`config.mk`:
```
export PLATFORM = sky130hd
export DESIGN_NAME = fetch_thread_scheduler
export DESIGN_NICKNAME = d
export VERILOG_FILES = /design/src/rtl/fetch_thread_scheduler.sv
export SDC_FILE = /design/constraint.sdc
export NUM_CORES = 1
export LEC_CHECK = 0
export CAP_MARGIN = 15
export CORE_ASPECT_RATIO = 1.25
export CORE_MARGIN = 2
export CORE_UTILIZATION = 51
export CTS_CLUSTER_DIAMETER = 80
export DETAILED_ROUTE_END_ITERATION = 6
export PLACE_DENSITY = 0.81
export SLEW_MARGIN = 40
export SYNTH_ARGS = -nofsm -noshare
export SYNTH_HDL_FRONTEND = slang
export SYNTH_SLANG_ARGS = --single-unit
export TNS_END_PERCENT = 50
```
`constraint.sdc`:
```
create_clock -name clk -period 2.6 [get_ports clk]
set_input_delay 0.26 -clock clk [delete_from_list [all_inputs] [get_ports clk]]
set_output_delay 0.26 -clock clk [all_outputs]
set_load 0.05 [all_outputs]
```
`src/rtl/fetch_thread_scheduler.sv`:
```
// Multithreaded fetch front-end: round-robin thread pick, miss parking, redirect squash, skid-buffered ID handoff.
// Optional FETCH_PERF_CNT_EN adds saturating perf_fetched / perf_misses counters.
module fetch_thread_scheduler #(
  parameter int unsigned N_THREADS = 4,
  parameter int unsigned VADDR_W   = 32,
  parameter int unsigned INSTR_W   = 32,
  parameter int unsigned PC_STEP   = 4,
  parameter logic [VADDR_W-1:0] RESET_PC = 'h1000,
  localparam int unsigned TID_W = $clog2(N_THREADS)
) (
  input  logic                 clk,
  input  logic                 rst_n,
  input  logic [N_THREADS-1:0] thread_en,
  input  logic [N_THREADS-1:0] stall,
  output logic                 req_valid,
  output logic [VADDR_W-1:0]   req_pc,
  output logic [TID_W-1:0]     req_thread,
  input  logic                 resp_valid,
  input  logic                 resp_itlb_miss,
  input  logic                 resp_icache_miss,
  input  logic [INSTR_W-1:0]   resp_instr,
  input  logic                 fill_done,
  input  logic [TID_W-1:0]     fill_thread,
  input  logic                 redirect_en,
  input  logic [TID_W-1:0]     redirect_thread,
  input  logic [VADDR_W-1:0]   redirect_pc,
  output logic                 id_valid,
  input  logic                 id_ready,
  output logic [VADDR_W-1:0]   id_pc,
  output logic [INSTR_W-1:0]   id_instr,
  output logic [TID_W-1:0]     id_thread,
  output logic                 id_itlb_miss
`ifdef FETCH_PERF_CNT_EN
  ,
  output logic [31:0]          perf_fetched,
  output logic [31:0]          perf_misses
`endif
);

  typedef enum logic [1:0] {
    ST_READY,
    ST_INFLIGHT,
    ST_WAIT_FILL,
    ST_WAIT_REDIR
  } thr_state_t;

  thr_state_t         r_state [N_THREADS];
  logic [VADDR_W-1:0] r_pc    [N_THREADS];
  logic [TID_W-1:0]   r_ptr;
  logic               r_active;
  logic               r_inf_valid;
  logic [TID_W-1:0]   r_inf_tid;

  logic               r_out_valid, r_out_itlb, r_sk_valid, r_sk_itlb;
  logic [VADDR_W-1:0] r_out_pc, r_sk_pc;
  logic [INSTR_W-1:0] r_out_instr, r_sk_instr;
  logic [TID_W-1:0]   r_out_tid, r_sk_tid;

  logic [N_THREADS-1:0] w_elig;
  logic                 w_grant_found, w_issue, w_squash, w_resp, w_enq, w_issue_ok;
  logic [TID_W-1:0]     w_grant;
  logic [INSTR_W-1:0]   w_enq_instr;

  assign w_squash    = r_inf_valid && resp_valid && redirect_en && (redirect_thread == r_inf_tid);
  assign w_resp      = r_inf_valid && resp_valid && !w_squash;
  assign w_enq       = w_resp && (resp_itlb_miss || !resp_icache_miss);
  assign w_enq_instr = resp_itlb_miss ? '0 : resp_instr;
  // Issue only if the response it produces next cycle is guaranteed a slot.
  assign w_issue_ok  = r_active && !r_sk_valid && !(w_enq && r_out_valid && !id_ready);
  assign w_issue     = w_issue_ok && w_grant_found;

  always_comb begin
    w_elig = '0;
    for (int unsigned i = 0; i < N_THREADS; i++)
      w_elig[i] = (r_state[i] == ST_READY) && thread_en[i] && !stall[i]
                  && !(redirect_en && (redirect_thread == TID_W'(i)));
  end

  always_comb begin
    logic [TID_W-1:0] idx;
    idx           = '0;
    w_grant_found = 1'b0;
    w_grant       = '0;
    for (int unsigned k = 1; k <= N_THREADS; k++) begin
      idx = TID_W'((32'(r_ptr) + k) % N_THREADS);
      if (!w_grant_found && w_elig[idx]) begin
        w_grant_found = 1'b1;
        w_grant       = idx;
      end
    end
  end

  assign req_valid  = w_issue;
  assign req_pc     = w_issue ? r_pc[w_grant] : '0;
  assign req_thread = w_issue ? w_grant : '0;

  always_ff @(posedge clk or negedge rst_n) begin
    if (!rst_n) begin
      for (int unsigned i = 0; i < N_THREADS; i++) begin
        r_state[i] <= ST_READY;
        r_pc[i]    <= RESET_PC;
      end
      r_ptr       <= TID_W'(N_THREADS - 1);
      r_active    <= 1'b0;
      r_inf_valid <= 1'b0;
      r_inf_tid   <= '0;
    end else begin
      r_active    <= 1'b1;
      r_inf_valid <= w_issue;
      r_inf_tid   <= w_grant;
      if (w_issue) begin
        r_ptr            <= w_grant;
        r_state[w_grant] <= ST_INFLIGHT;
      end
      if (w_resp) begin
        if (resp_itlb_miss)
          r_state[r_inf_tid] <= ST_WAIT_REDIR;
        else if (resp_icache_miss)
          r_state[r_inf_tid] <= ST_WAIT_FILL;
        else begin
          r_state[r_inf_tid] <= ST_READY;
          r_pc[r_inf_tid]    <= r_pc[r_inf_tid] + VADDR_W'(PC_STEP);
        end
      end
      if (fill_done && (32'(fill_thread) < N_THREADS) && (r_state[fill_thread] == ST_WAIT_FILL))
        r_state[fill_thread] <= ST_READY;
      // Redirect is applied last so it overrides any same-cycle update of that thread.
      if (redirect_en && (32'(redirect_thread) < N_THREADS)) begin
        r_pc[redirect_thread]    <= redirect_pc;
        r_state[redirect_thread] <= ST_READY;
      end
    end
  end

  always_ff @(posedge clk or negedge rst_n) begin
    if (!rst_n) begin
      r_out_valid <= 1'b0;
      r_out_pc    <= '0;
      r_out_instr <= '0;
      r_out_tid   <= '0;
      r_out_itlb  <= 1'b0;
      r_sk_valid  <= 1'b0;
      r_sk_pc     <= '0;
      r_sk_instr  <= '0;
      r_sk_tid    <= '0;
      r_sk_itlb   <= 1'b0;
    end else if (!r_out_valid || id_ready) begin
      if (r_sk_valid) begin
        r_out_valid <= 1'b1;
        r_out_pc    <= r_sk_pc;
        r_out_instr <= r_sk_instr;
        r_out_tid   <= r_sk_tid;
        r_out_itlb  <= r_sk_itlb;
        r_sk_valid  <= w_enq;
        if (w_enq) begin
          r_sk_pc    <= r_pc[r_inf_tid];
          r_sk_instr <= w_enq_instr;
          r_sk_tid   <= r_inf_tid;
          r_sk_itlb  <= resp_itlb_miss;
        end
      end else begin
        r_out_valid <= w_enq;
        if (w_enq) begin
          r_out_pc    <= r_pc[r_inf_tid];
          r_out_instr <= w_enq_instr;
          r_out_tid   <= r_inf_tid;
          r_out_itlb  <= resp_itlb_miss;
        end
      end
    end else if (w_enq) begin
      r_sk_valid <= 1'b1;
      r_sk_pc    <= r_pc[r_inf_tid];
      r_sk_instr <= w_enq_instr;
      r_sk_tid   <= r_inf_tid;
      r_sk_itlb  <= resp_itlb_miss;
    end
  end

  assign id_valid     = r_out_valid;
  assign id_pc        = r_out_pc;
  assign id_instr     = r_out_instr;
  assign id_thread    = r_out_tid;
  assign id_itlb_miss = r_out_itlb;

`ifdef FETCH_PERF_CNT_EN
  always_ff @(posedge clk or negedge rst_n) begin
    if (!rst_n) begin
      perf_fetched <= '0;
      perf_misses  <= '0;
    end else begin
      if (r_out_valid && id_ready && !r_out_itlb && (perf_fetched != '1))
        perf_fetched <= perf_fetched + 32'd1;
      if (resp_valid && resp_icache_miss && (perf_misses != '1))
        perf_misses <= perf_misses + 32'd1;
    end
  end
`endif

endmodule

```
# Word level (Yosys, flattened, before mapping)
# Cells that the tools add are included.
dict set report totals {
  reg_bits 278
  inputBits 84
}
dict set report classes {
  add_sub_neg 5
  magnitude_cmp 12
  eq_ne 6
  muxes 76
  bitwise_logic 17
  n_reduce_logical 61
}
# op count
set op_table {}
lappend op_table {{$mux W32} 18}
lappend op_table {{$mux W128} 4}
lappend op_table {{$bwmux W128} 2}
lappend op_table {{$bmux W32 S2} 2}
lappend op_table {{$demux W32 S2} 2}
lappend op_table {{$mux W8} 6}
lappend op_table {{$logic_and A1 B1 Y1} 34}
lappend op_table {{$add A32 B3 Y32 const B} 1}
lappend op_table {{$mux W2} 16}
lappend op_table {{$and A8 B8 Y8} 3}
lappend op_table {{$not A8 Y8} 3}
lappend op_table {{$logic_not A1 Y1} 17}
lappend op_table {{$mux W1} 17}
lappend op_table {{$demux W2 S2} 4}
lappend op_table {{$ge A3 B3 Y1 const B} 4}
lappend op_table {{$lt A2 B3 Y1 const B} 4}
lappend op_table {{$lt A3 B1 Y1 const B} 4}
lappend op_table {{$not A2 Y3} 4}
lappend op_table {{$logic_not A2 Y1} 5}
lappend op_table {{$and A4 B4 Y4} 2}
lappend op_table {{$bmux W1 S2} 4}
lappend op_table {{$not A4 Y4} 2}
lappend op_table {{$or A4 B4 Y4} 2}
lappend op_table {{$or A8 B8 Y8} 1}
lappend op_table {{10 further kinds} 16}

# Logic depth before layout (Yosys ltp)
dict set report logic_depth {
  word_depth 32
  ltp_mapped 12
  depth_no_buf 8
}

# Worst setup path after synthesis
# OpenSTA, ideal clock, no wires.
dict set report synth_path {
  kind {flip-flop to output port}
  startpoint {register r_inf_tid[0]}
  endpoint {output port req_pc[20]}
  arrival_ns 3.414
  required_time_ns 2.340
  setup_slack_ns -1.074
  stages_incl_launch_ff 12
  cell_sequence {dfrtp_1 -> buf_6 -> buf_12 -> buf_12 -> xnor2_1 -> a311oi_1 -> nand2_1 -> and4b_1 -> clkbuf_1 -> nand2_1 -> buf_2 -> o22ai_1}
}
dict set report synth_between {
  elab_chain_cells 11
}
# item line_no
set synth_lines {}
lappend synth_lines {{start, declared} 52} ;# logic [TID_W-1:0] r_inf_tid;
lappend synth_lines {{start signal, assigned} 110} ;# r_inf_tid <= w_grant;
lappend synth_lines {{$eq A2 B2 Y1} 64} ;# assign w_squash = r_inf_valid && resp_valid && redirect_en && (redirect_thread == r_inf_tid);
lappend synth_lines {{$logic_and A1 B1 Y1} 64}
lappend synth_lines {{$logic_not A1 Y1} 65} ;# assign w_resp = r_inf_valid && resp_valid && !w_squash;
lappend synth_lines {{$logic_and A1 B1 Y1} 65}
lappend synth_lines {{$logic_and A1 B1 Y1} 66} ;# assign w_enq = w_resp && (resp_itlb_miss || !resp_icache_miss);
lappend synth_lines {{$logic_and A1 B1 Y1 (2 in a row)} 69} ;# assign w_issue_ok = r_active && !r_sk_valid && !(w_enq && r_out_valid && !id_ready);
lappend synth_lines {{$logic_not A1 Y1} 69}
lappend synth_lines {{$logic_and A1 B1 Y1} 69}
lappend synth_lines {{$logic_and A1 B1 Y1} 70} ;# assign w_issue = w_issue_ok && w_grant_found;
lappend synth_lines {{named net req_valid} 15} ;# output logic req_valid,
lappend synth_lines {{$mux W32} 94} ;# assign req_pc = w_issue ? r_pc[w_grant] : '0;
lappend synth_lines {{end, declared} 16} ;# output logic [VADDR_W-1:0] req_pc,
# The timed path passes the listed nets, and every way through them passes these cells.

# Final worst setup path
dict set report layout_path {
  startpoint {register r_inf_tid[0]}
  endpoint {register r_pc[113] (netlist bit)}
}
dict set report layout_between {
  elab_chain_cells 11
}
# item line_no
set layout_lines {}
lappend layout_lines {{$not A2 Y3 (not written as such)} 122} ;# r_pc[r_inf_tid] <= r_pc[r_inf_tid] + VADDR_W'(PC_STEP);
lappend layout_lines {{$bmux W32 S2, or another cell as far along} 122}
lappend layout_lines {{$mux W32 (not written as such) / $logic_and A1 B1 Y1 (equally long branches)} 122}
lappend layout_lines {{$mux W32 (not written as such)} 122}
lappend layout_lines {{$add A32 B3 Y32 / $demux W32 S2 (equally long branches)} 122}
lappend layout_lines {{$bwmux W128} 122}
lappend layout_lines {{$mux W128} 118} ;# else if (resp_icache_miss)
lappend layout_lines {{$mux W128} 116} ;# if (resp_itlb_miss)
lappend layout_lines {{$mux W128 *} 115} ;# if (w_resp) begin
lappend layout_lines {{$bwmux W128} 129} ;# r_pc[redirect_thread] <= redirect_pc;
lappend layout_lines {{$mux W128 *} 128} ;# if (redirect_en && (32'(redirect_thread) < N_THREADS)) begin
lappend layout_lines {{end signal, assigned by index} 122}
lappend layout_lines {{end signal, assigned by index} 129}
lappend layout_lines {{end, declared} 48} ;# logic [VADDR_W-1:0] r_pc [N_THREADS];
# Every way passes the cells marked *; elsewhere a longest branch is shown, timed or not. The select of a mux whose other input is x is not followed.
# A chain may end at the register's enable or synchronous reset.

==> summary.txt <==
Run status
  – Status: finished, violations left
  – Violated checks: negative setup slack

Worst setup path
  – Crit path capture type: register
  – Max FO, Critical Path: 5
  – Cell mode on critical path: buf_6
  – Crit path DAT: 4.02 ns
  – CP cell instances: buf_6, buf_16, buf_12, mux4_2, nand4_1, or4_4, buf_8, nor3b_4, buf_6, nor3_1, o22ai_1
  – Critical path type: reg2reg
  – Slowest cell on crit path: or4_4
  – CP max stage delay: 0.62 ns
  – CP Launch Type: register
  – CP required: 3.00 ns

Yosys
  – Synth Register Bits: 278
  – Multiplexer share of the synthesized area: 0.171
  – Post-synthesis simple-gate area fraction: 0.158
  – Async set-or-reset flop fraction in the synthesized netlist: 1.00
  – Number of synthesized flops with an enable pin: 0
  – Post-synthesis sequential area ratio: 0.474
  – Ys Warns: 0
  – Average size of a mapped cell: 9.78 um2
  – Main combinational cell family by area after synthesis: multiplexers
  – Synth Flop Type: dfrtp_1
  – Count of unique library cells instantiated by Yosys: 61
  – Synth Area in Compound Gates: 0.148
  – Mapped Cells: 1,503
  – Post-synthesis adder-cell area fraction: 0.000851
  – Post-Synth XOR/XNOR Area: 0.0101
  – Syn nets: 1,588
  – Synthesized area: 14,700 um2

STA
  – WHS: 0.231 ns
  – RSZ-0062 raised after global routing: true
  – Worst-margin pin slew: 0.640 ns
  – Final setup fails: 134
  – Crit share post-route: 1.39
  – Worst Skew: 0.0375 ns
  – Tmin final: 3.63 ns
  – Fmax: 276 MHz
  – Final Hold Fails: 0
  – Relative slew slack: 0.573
  – Slew Limit Fails: 0
  – Total Negative Setup Slacks: -61.45 ns
  – Final worst slack: -1.03 ns

Routing
  – DRT Pass-1 Iters: 7
  – Routed vias/inst: 7.06
  – ANT nets after route: 0
  – DRT Wirelength: 60,300 um
  – Drt drc: 0
  – Vias: 15.5k
  – Drt initial violations: 2,271
  – Routed len/inst: 27.5 um

Die
  – Die area: 30,200 um2
  – Die Height: 194 um
  – # IOs: 187
  – Starting Density: 0.518
  – Placeable Area: 28,400 um2
  – Num rows: 69
  – Die X: 156 um

Placed design
  – Pre-CTS setup slack: -0.601 ns
  – Placed cells: 2,093
  – Dpl hpwl: 32,000 um
  – Cell Area, Placed: 19,100 um2
  – Gp weighted congestion: 0.928
  – # port buffers: 186

Layout
  – Most frequent cells in the layout: dfrtp_1, nand2_1, o21ai_0, clkdlybuf4s50_1, buf_4
  – Fin nets: 1,900
  – Layout cells sized above 1: 0.323
  – Final Instance Area: 21,800 um2
  – Syn-to-layout area delta: 48.2%
  – Non-filler cells, final: 2,190
  – Leading cell type in the layout, fill and taps excluded: dfrtp_1

CTS
  – CTS Buffer Depth: 3
  – CTS Buf Count: 27
  – Clk_lat worst skew: 0.57 ns
  – H-tree levels: 1
  – Root cell of the clock tree: clkbuf_16
  – Clk sinks: 278
  – Clock slew seen by the registers of the worst setup and hold paths: 0.08 ns
  – CTS tree: built

Power and ir drop
  – Clock Power Share: 0.164
  – Peak supply drop: 0.888 mV
  – Pint: 14,300 uW
  – Psw: 11,100 uW
  – Switch share: 0.439
  – Sequential share of power: 0.263
  – P_leak: 0.00888 uW
  – Comb pwr share: 0.573
  – Pwr dens: 1170 nW/um2

Global routing
  – GRT overflow: 0
  – Vias in the first global route: 14.9k
  – GR Util All Layers: 0.351
  – Largest net degree at the start of global routing: 104
  – Antenna violations before repair: 2
  – First-pass GRT wire length: 82,500 um

Hold path
  – HP Class: in2async

Run
  – MaxCap Viol Count: 0
## worst paths after layout
path                                startpoint        endpoint  slack (ns)  cells after the start
worst max-delay path              r_inf_tid[0]       r_pc[113]       -1.03                     11
worst min-delay path                     rst_n  r_sk_instr[26]        0.23                      2
worst max register to register    r_inf_tid[0]       r_pc[113]       -1.03                     11
worst min register to register       id_pc[20]       id_pc[20]        0.48                      2
max in group asynchronous                rst_n        r_ptr[0]        1.46                      3
min in group clk                resp_instr[22]  r_sk_instr[22]        0.32                      3
## layout make-up
cell class | instances | area (um2)
Antenna cell | 1 | 2.50
Clock buffer | 34 | 732
Clock inverter | 14 | 188
Multi-Input combinational cell | 1092 | 8790
Fill cell | 1590 | 6620
Inverter | 12 | 52.6
Timing Repair Buffer | 404 | 4600
Tap cell | 355 | 444
Sequential cell | 278 | 6970
## power groups by stage
stage	logic, uW	clock network, uW	registers (uW)
3_5_place_dp	11600	0	6500
2_1_floorplan	5530	0	7810
4_1_cts	13100	4150	6520
6_report	14600	4160	6670
5_1_grt	15000	4390	6750
3_3_place_gp	11300	0	6440
## per-stage QoR
stage	power, uW	util
after global placement	17800	0.673
after detailed placement	18100	0.673
final	25400	0.767
after CTS	23700	0.745
after floorplan	13300	-
after global routing	26100	0.767
## routing by layer
layer	wire length, um	GRT usage	vias to the layer above	share of wire
met3	8100	0.0785	600	0.13
met5	13	0	-	0.00022
met4	5720	0.243	2	0.095
li1	-	-	6062	-
met2	26600	0.548	1568	0.44
met1	19800	0.433	7237	0.33
## cells in the mapped netlist (all sizes together), types with 10 or more instances
library cell | instances | area (um2)
and3 | 20 | 125
inv | 12 | 45.0
nand4 | 15 | 100
nand2 | 226 | 848
buf | 21 | 145
dfrtp | 272 | 6810
o211ai | 12 | 90.1
clkbuf | 100 | 377
a21oi | 40 | 200
mux4 | 32 | 769
mux2i | 104 | 1040
mux2 | 62 | 698
xnor2 | 10 | 87.6
o22ai | 61 | 382
nand2b | 36 | 225
nand3 | 38 | 190
nor3 | 49 | 245
a31oi | 10 | 62.6
nor2 | 53 | 199
o21ai | 229 | 1150
## sequential cells by signal, indices dropped and copies added, names as in the netlist
register / cells
id_instr: 32
id_itlb_miss: 1
id_pc: 32
id_thread: 2
id_valid: 1
r_active: 1
r_inf_tid: 2
r_inf_valid: 1
r_pc: 128
r_ptr: 2
r_sk_instr: 32
r_sk_itlb: 1
r_sk_pc: 32
r_sk_tid: 2
r_sk_valid: 1
r_state: 8
## logic make-up (layout without fill, tap and decap cells)
family                   after synthesis  in the layout
adder cells (fa/ha/maj)                1              1
buffers and inverters                133            464
multiplexers                         198            198
XOR/XNOR                              17             17
flip-flops                           278            278
AO/OA/AOI/OAI                        386            386
AND/OR/NAND/NOR                      489            489
other                                  1              2
## what timing repair did
| item | in CTS | in global routing |
|---|---|---|
| endpoints found under the hold margin | 62 | 0 |
| pin swaps | 81 | 74 |
| setup endpoints to repair | 114 | 130 |
| setup buffers | 30 | 17 |
| hold buffers | 1 | 0 |
| gates cloned | 3 | 1 |
| resized for setup | 179 | 120 |
## worst max-delay path: cells and delay by family, from the launching register on
kind                   cells  cell delay (ns)
AND/OR/NAND/NOR            4             1.13
multiplexers               1             0.47
buffers and inverters      5             0.79
AO/OA/AOI/OAI              1             0.51
flip-flops                 1             0.54
Note: power is estimated with default switching activity, not from simulation.
==> patch: new RTL, config.mk and constraints unchanged <==
The option `FETCH_PERF_CNT_EN` is turned on by a define.
--- a/src/rtl/fetch_thread_scheduler.sv
+++ b/src/rtl/fetch_thread_scheduler.sv
@@ -2,2 +2,4 @@
 // Optional FETCH_PERF_CNT_EN adds saturating perf_fetched / perf_misses counters.
+`define FETCH_PERF_CNT_EN
+
 module fetch_thread_scheduler #(
New outputs: perf_fetched and perf_misses. Check against the original RTL: not settled (the Yosys comparison gave no result); the edit may change what the design does.
==> patch against the original RTL <==
The flow still finishes with violations (negative setup slack); critical path depth is 3 lower; final area is 9.8% higher; first-iteration DRC count is 31% lower; sequential share of layout area is 3.8 points higher; setup slack better by 0.18 ns; total power is 1.1% higher; area after synthesis is 18% higher; via count is 1.5% lower; sequential cell count is 64 higher; wire length is 8.8% lower; global-route usage is 4.3 points lower; largest power group unchanged.
==> patch: results (changes against the original RTL) <==
metric,value,unit,change
outcome,finished with violations,,unchanged
violations,negative setup slack,,unchanged
crit_path_start,r_state[6]$_DFF_PN0_,,was r_inf_tid[0]$_DFF_PN0_
endpoint,req_pc[15],,was r_pc[113]$_DFF_PN0_
slowest_stage,or4b_4,,was or4_4
drtIter0Drc,1560,,was 2271
switching_share,39.11,%,was 43.86%
htreeDepth,2,,was 1
fillerInstances,2261,,was 1590
synth_area_leaders,"dfrtp_1 (48%), mux4_2 (6.9%), o21ai_0 (5.5%)",,"was dfrtp_1 (46%), o21ai_0 (7.5%), mux2i_1 (7.1%)"
dp_cells,2398,,was 2093
dp_hpwl,37700,um,was 31970 um
r2r_setup_slack,-0.18,ns,was -1.03 ns
clk_pin_slew,0.06,ns,was 0.08 ns
wl_per_cell,22.11,um,was 27.55 um
post_cts_buffers,20,,was 30
final.setup.tns,-28.13,ns,was -61.45 ns
worst_slack,-0.8511,ns,was -1.027 ns
antennaDiodeCount,0,,was 1
use_met1,39.21,%,was 43.32%
dpl-instance-area,0.02192,sq mm,was 0.01913 sq mm
synthesis.nets,1774,,was 1588
r2r_end,r_pc[94]$_DFF_PN0_,,was r_pc[113]$_DFF_PN0_
pre_cts_ws,-0.6051,ns,was -0.6012 ns
cp.arrival,3.19,ns,was 4.02 ns
wl_met1,20810,um,was 19850 um
switchingPower,10040,uW,was 11140 uW
antenna_found_initial,0,,was 2
met3_usage,5.182,%,was 7.845%
met3_wirelength,4805,um,was 8104 um
ys_top_cells_by_count,"dfrtp_1 (336), nand2_1 (243), o21ai_0 (190)",,"was dfrtp_1 (272), nand2_1 (226), o21ai_0 (219)"
setup_violations,58,,was 134
slowest_delay,0.56,ns,was 0.62 ns
layout-drive-gt1-share,25.08,%,was 32.33%
top_layer,met4,,was met5
==> patch: logic make-up (layout without fill, tap and decap cells) <==
| logic type | count (synthesis) | in the layout | synth area share, % |
|---|---|---|---|
| AOI/OAI and AO/OA | 349 | 349 | 11.23 |
| xor gates and xnor gates | 89 | 89 | 4.476 |
| adders and majority gates | 3 | 3 | 0.2156 |
| buffers and inverters | 130 | 508 | 3.247 |
| DFF | 342 | 342 | 49.18 |
| muxes | 166 | 166 | 14.86 |
| other | 1 | 1 | 0.02153 |
| and+or+nand+nor | 607 | 607 | 16.77 |
==> patch: cell type report <==
type | count | area [sq um] | share of cell area [%]
Timing Repair Buffer | 431 | 4589 | 19.19
Clock inverter | 5 | 82.58 | 0.3454
Inverter | 12 | 47.55 | 0.1988
Multi-Input combinational cell | 1215 | 8926 | 37.33
Clock buffer | 60 | 1165 | 4.872
Tap cell | 423 | 529.3 | 2.214
Sequential cell | 342 | 8571 | 35.85
